==> src/rtl/hazard_stall_unit_pkg.sv <==
// Shared decode-stage pipeline definitions: FSM encoding, register address width, control words.
// Latency: n/a (types and constants only).
// Backpressure: n/a.
package hazard_stall_unit_pkg;

  // 8 general-purpose registers.
  localparam int REG_ADDR_W = 3;

  typedef enum logic {
    ST_RUN   = 1'b0,
    ST_MULTI = 1'b1
  } hz_state_t;

  // ID/EX control word loaded when a bubble is inserted: no writeback,
  // no memory access, no branch. All-zero by construction of the decoder.
  localparam logic [15:0] NOP_CTRL_WORD = 16'h0000;

  // Per-cycle hazard control outputs, bundled so each case below is one word.
  typedef struct packed {
    logic pc_write;
    logic ifid_write;
    logic ifid_flush;
    logic idex_bubble;
    logic stall;
  } hz_ctrl_t;

  localparam hz_ctrl_t CTRL_OFF    = '{1'b0, 1'b0, 1'b0, 1'b0, 1'b0};
  localparam hz_ctrl_t CTRL_NORMAL = '{1'b1, 1'b1, 1'b0, 1'b0, 1'b0};
  // Taken branch: wrong-path fetch is squashed but the PC moves to the target.
  localparam hz_ctrl_t CTRL_BRANCH = '{1'b1, 1'b1, 1'b1, 1'b1, 1'b1};
  // Load-use: freeze PC and IF/ID for one cycle, bubble into EX.
  localparam hz_ctrl_t CTRL_LUH    = '{1'b0, 1'b0, 1'b0, 1'b1, 1'b1};
  // Multi-cycle entry: instruction issues, fetch holds, IF/ID becomes NOP.
  localparam hz_ctrl_t CTRL_ENTRY  = '{1'b0, 1'b1, 1'b1, 1'b0, 1'b1};
  localparam hz_ctrl_t CTRL_MULTI  = '{1'b0, 1'b0, 1'b0, 1'b1, 1'b1};

endpackage

==> src/rtl/hazard_addr_match.sv <==
// Load-use hit detection: EX-stage load destination vs ID-stage source operands.
// Latency: combinational.
// Backpressure: none; pure function of its inputs.
// Ports: ex_mem_read/ex_wb_en/ex_dst_addr describe the EX instruction;
//        id_*_addr/id_*_used describe the ID operands; luh is the hit flag.
module hazard_addr_match #(
  parameter int REG_ADDR_W = 3
) (
  input  logic                  ex_mem_read,
  input  logic                  ex_wb_en,
  input  logic [REG_ADDR_W-1:0] ex_dst_addr,
  input  logic [REG_ADDR_W-1:0] id_src_addr,
  input  logic [REG_ADDR_W-1:0] id_dst_addr,
  input  logic                  id_src_used,
  input  logic                  id_dst_used,
  output logic                  luh
);

  logic src_hit;
  logic dst_hit;

  // Operands the ID instruction does not read can never create a hazard.
  assign src_hit = id_src_used && (id_src_addr == ex_dst_addr);
  assign dst_hit = id_dst_used && (id_dst_addr == ex_dst_addr);

  // A load that does not write back (e.g. discarded result) never stalls.
  assign luh = ex_mem_read && ex_wb_en && (src_hit || dst_hit);

endmodule

==> src/rtl/hazard_stall_unit.sv <==
// Decode-stage hazard controller: load-use stall, multi-cycle memory hold, taken-branch flush.
// Latency: control outputs are combinational (Mealy) on the current-cycle inputs; counter updates on the edge.
// Backpressure: stalls fetch by dropping pc_write/ifid_write; no upstream handshake.
// Ports: clk/rst; id_* (ID operands and multi-mem flag); ex_* (EX load/writeback/branch);
//        pc_write, ifid_write, ifid_flush, idex_bubble, stall; stall_count (saturating).
module hazard_stall_unit #(
  parameter int REG_ADDR_W   = 3,
  parameter int MULTI_CYCLES = 2,
  parameter int CNT_W        = 16
) (
  input  logic                  clk,
  input  logic                  rst,
  input  logic [REG_ADDR_W-1:0] id_src_addr,
  input  logic [REG_ADDR_W-1:0] id_dst_addr,
  input  logic                  id_src_used,
  input  logic                  id_dst_used,
  input  logic                  id_multi_mem,
  input  logic [REG_ADDR_W-1:0] ex_dst_addr,
  input  logic                  ex_mem_read,
  input  logic                  ex_wb_en,
  input  logic                  ex_branch_taken,
  output logic                  pc_write,
  output logic                  ifid_write,
  output logic                  ifid_flush,
  output logic                  idex_bubble,
  output logic                  stall,
  output logic [CNT_W-1:0]      stall_count
);

  import hazard_stall_unit_pkg::*;

  // Hold counter only needs to reach MULTI_CYCLES-1.
  localparam int HOLD_W = (MULTI_CYCLES > 2) ? $clog2(MULTI_CYCLES) : 1;
  localparam logic [HOLD_W-1:0] HOLD_INIT = HOLD_W'(MULTI_CYCLES - 1);
  localparam logic [HOLD_W-1:0] HOLD_ONE  = HOLD_W'(1);

  hz_state_t         state_q, state_d;
  logic [HOLD_W-1:0] hold_q, hold_d;
  hz_ctrl_t          ctrl;
  logic              luh;

  hazard_addr_match #(
    .REG_ADDR_W (REG_ADDR_W)
  ) u_addr_match (
    .ex_mem_read (ex_mem_read),
    .ex_wb_en    (ex_wb_en),
    .ex_dst_addr (ex_dst_addr),
    .id_src_addr (id_src_addr),
    .id_dst_addr (id_dst_addr),
    .id_src_used (id_src_used),
    .id_dst_used (id_dst_used),
    .luh         (luh)
  );

  always_comb begin
    ctrl    = CTRL_NORMAL;
    state_d = state_q;
    hold_d  = hold_q;
    if (rst) begin
      // Outputs are forced quiet while reset is held, independent of the edge.
      ctrl = CTRL_OFF;
    end else if (ex_branch_taken) begin
      // Branch wins over everything and aborts an in-flight multi-cycle hold.
      ctrl    = CTRL_BRANCH;
      state_d = ST_RUN;
      hold_d  = '0;
    end else if (state_q == ST_MULTI) begin
      // IF/ID holds a NOP here, so ID-side hazards are meaningless.
      ctrl   = CTRL_MULTI;
      hold_d = hold_q - HOLD_ONE;
      if (hold_q == HOLD_ONE) begin
        state_d = ST_RUN;
      end
    end else if (luh) begin
      // The load moves on to MEM, so one cycle is enough; forwarding covers the rest.
      ctrl = CTRL_LUH;
    end else if (id_multi_mem) begin
      ctrl    = CTRL_ENTRY;
      state_d = ST_MULTI;
      hold_d  = HOLD_INIT;
    end
  end

  always_ff @(posedge clk or posedge rst) begin
    if (rst) begin
      state_q     <= ST_RUN;
      hold_q      <= '0;
      stall_count <= '0;
    end else begin
      state_q <= state_d;
      hold_q  <= hold_d;
      if (ctrl.stall && (stall_count != {CNT_W{1'b1}})) begin
        stall_count <= stall_count + CNT_W'(1);
      end
    end
  end

  assign pc_write    = ctrl.pc_write;
  assign ifid_write  = ctrl.ifid_write;
  assign ifid_flush  = ctrl.ifid_flush;
  assign idex_bubble = ctrl.idex_bubble;
  assign stall       = ctrl.stall;

endmodule

==> config.mk <==
export PLATFORM = sky130hd
export DESIGN_NAME = hazard_stall_unit
export DESIGN_NICKNAME = d
export VERILOG_FILES = /design/src/rtl/hazard_stall_unit_pkg.sv /design/src/rtl/hazard_addr_match.sv /design/src/rtl/hazard_stall_unit.sv
export SDC_FILE = /design/constraint.sdc
export NUM_CORES = 1
export LEC_CHECK = 0
export ABC_AREA = 1
export BUFFER_PORTS_ARGS = -buffer_cell sky130_fd_sc_hd__buf_2
export CORE_MARGIN = 3
export CORE_UTILIZATION = 51
export DETAILED_ROUTE_END_ITERATION = 16
export PLACE_DENSITY = 0.9
export SLEW_MARGIN = 20
export SYNTH_ARGS = -nofsm -noshare
export SYNTH_HDL_FRONTEND = slang
export SYNTH_SLANG_ARGS = --single-unit
==> constraint.sdc <==
create_clock -name clk -period 1.8 [get_ports clk]
set_clock_uncertainty 0.15 [all_clocks]
set_input_delay 0.09 -clock clk [delete_from_list [all_inputs] [get_ports clk]]
set_output_delay 0.09 -clock clk [all_outputs]
set_load 0.005 [all_outputs]
==> impl_results.md <==
* Vias per cell at 5.08
* Total Wirelength at 3290 um
* Non-filler cells in the finished layout at 277
* Max Fclk at 557 MHz
* First-pass GRT wire length at 5010 um
* DP Wirelength at 2220 um
* Initial antenna violation count at 0
* N_diodes at 0
* Syn avg cell area at 6.67 um^2
* Clk root buf: clkbuf_4
* Synthesized net count at 213
* Leading post-synthesis cells by cell area: dfrtp_1 (35%), nand2_1 (21%), inv_1 (9.2%)
* Internal at 0.798 mW
* Vias in the first global route at 1,218
* H-tree depth at 1
* Combined area of the multi-input logic cells at 763 um^2
* # fillers at 173
* Hold Crit Start: id_multi_mem
* Clock Path Buffers at 2
* Tightest Hold Check Type: in -> reg
* RSZ-0062 raised after global routing: true
* Core area at 2320 um^2
* CTS tree: built
* Net total in the final layout at 268
* Power density over the cells at 728 nW/um^2
* Fin. Hold Viols at 0
* Placed cell count at 265
* Register area at 450 um^2
* Largest fanout on the critical path at 7
* Slew margin rel. at 77.0%
* Final min period at 1.80 ns
* Crit path from: stall_count[1]
* Via count at 1,407
* Largest net degree at the start of global routing at 26
* Flip-flop and latch count after synthesis at 18
* Register share of total power at 44.7%
* Clock network fraction of design power at 20.2%
* Synth Instances at 195
* I/O Pins at 38
* Share of cells above drive strength 1 at 30.5%
* Area delta synth->final at 32.0%
* GRT overflow at 0
* Arrival time at the worst endpoint at 1.89 ns
* Crit share post-route at 99.8%
* Total track usage at 19.0%
* Final worst slack at 0.00394 ns
* Core Rows at 17
* Initial core utilization at 56.1%
* Area leader, netlist: dfrtp_1
* Slew of the pin with the lowest slew margin at 0.343 ns
* Routed wire per std cell at 11.9 um
* Initial DRC Count at 65
* Clock slew at reported path FFs at 0.11 ns
* Unique masters post-synth at 24
* CP Data Required Time at 1.89 ns
* PortBufs at 37
* Reg-to-Reg Start: stall_count[1]
* Routed Antenna Nets at 0
* Status: complete, no violations
* Crit path launch type: flip-flop
* Post-Syn Area at 1300 um^2
* DIE AREA at 3190 um^2
* Setup violators final at 0
* Peak VDD IR at 0.790 mV
* Seq/Total Area, Yosys at 34.6%
* Die X at 56.5 um
* Number of synthesis warnings at 0
* Die height at 56.5 um
* Switch share at 36.3%
* Worst Reg-to-Reg Cells at 11
* Slew Limit Fails at 0
* Crit Path Class: reg -> reg
* Hold Path Depth at 4
* Clock latency on the worst-skew pair at 0.29 ns
* CP Capture Type: flip-flop
* LEAKAGE at 0.988 nW
* Comb pwr share at 35.1%
* Final Power at 1.25 mW
* Total of max-cap violations at 0
* GPL Wtd Cong at 0.887
* Clock sink count at 18
* Final Core Density at 74.1%
* Post-route DRC at 0
* Num CTS Buffers at 3
* Sum Neg Setup Slack at 0 ns
* 1st-pass router iterations at 5
* Sw power at 0.454 mW
* Area fraction of the dominant cell type after synthesis at 34.6%
* Post-place setup slack at 0.0609 ns
[final timing paths]
| kind | end | slack, ns |
|---|---|---|
| setup / recovery | stall_count[3] | 0.004 |
| setup reg to reg | stall_count[3] | 0.004 |
| max in group asynchronous | stall_count[12] | 1.07 |
| min in group asynchronous | stall_count[3] | 0.25 |
| hold reg to reg | stall_count[7] | 0.38 |
| hold / removal | hold_q | 0.07 |
[routing by layer]
layer | global-route usage [%] | wire length, um | vias up
li1 | - | - | 703
met1 | 24.5 | 1390 | 636
met2 | 33.0 | 1600 | 54
met3 | 3.22 | 208 | 14
met4 | 4.07 | 90 | 0
met5 | 0 | 0 | -
[sequential cells by signal (all words and copies together), names as in the netlist]
register / flops
state_q: 1
stall_count: 16
hold_q: 1
[cells by family after synthesis]
group / synth area share, %
buffers and inverters: 12.8
flip-flops: 34.6
AND/OR/NAND/NOR: 44.4
adder cells (fa/ha/maj): 0.961
AO/OA/AOI/OAI: 2.50
XOR/XNOR: 4.71
[cells in the mapped netlist (all sizes together)]
cell	count
xor2	5
o21ai	3
buf	3
clkinv	1
nand3	22
a21oi	2
nor3	3
and2	1
dfrtp	18
inv	32
nand4	3
ha	1
nor2	20
o21a	1
xnor2	2
nand2	78
[through the flow]
step                      cell area (um^2)  hold slack, ns
after floorplan                       1300         -0.0821
after global placement                1540          0.0197
after detailed placement              1540          0.0192
after CTS                             1600          0.0576
after global routing                  1720           0.103
final                                 1720          0.0666
[what timing repair did]
item,4_1_cts,5_1_grt
endpoints found under the hold margin,20,0
setup endpoints to repair,0,16
buffers inserted,0,4
hold buffers,2,0
resized for setup,0,18
[layout make-up]
type	instances	area share, %
Sequential cell	18	26.2
Multi-Input combinational cell	142	44.4
Timing Repair Buffer	52	17.7
Inverter	33	7.50
Tap cell	28	2.04
Clock buffer	4	2.11
[cell usage in the layout, fill, tap and decap left out]
cell,instances
nand2_1,73
buf_2,38
inv_1,32
nand3_1,21
dfrtp_1,18
buf_4,11
nor2_1,9
nor2_2,9
xor2_1,5
o21ai_0,3
clkbuf_4,3
nand2_2,2
nand2_8,2
nand2_4,2
nor2_4,2
nor3_1,2
nand4_1,2
xnor2_1,2
a21oi_1,2
dlygate4sd3_1,2
nand3_4,1
nand4_4,1
nor3_2,1
clkinv_4,1
o21a_1,1
and2_1,1
ha_4,1
clkbuf_8,1
buf_6,1
[critical path: stages (launching register included)]
cell	delay, ns
dfrtp_1	0.41
ha_4	0.17
nand2_4	0.05
nor2_4	0.15
nand3_4	0.11
nor2_4	0.17
nand4_4	0.12
clkinv_4	0.13
nor2_2	0.06
nand2_1	0.11
nand2_1	0.06
nand2_1	0.05
[power groups by stage]
stage	Sequential [mW]	Clock, mW	Combinational (mW)
floorplan	0.552	0	0.215
global placement	0.546	0	0.375
detailed placement	0.548	0	0.381
CTS	0.540	0.257	0.387
global route	0.570	0.273	0.499
finish	0.560	0.253	0.439
(Power assumes the default switching activity.)
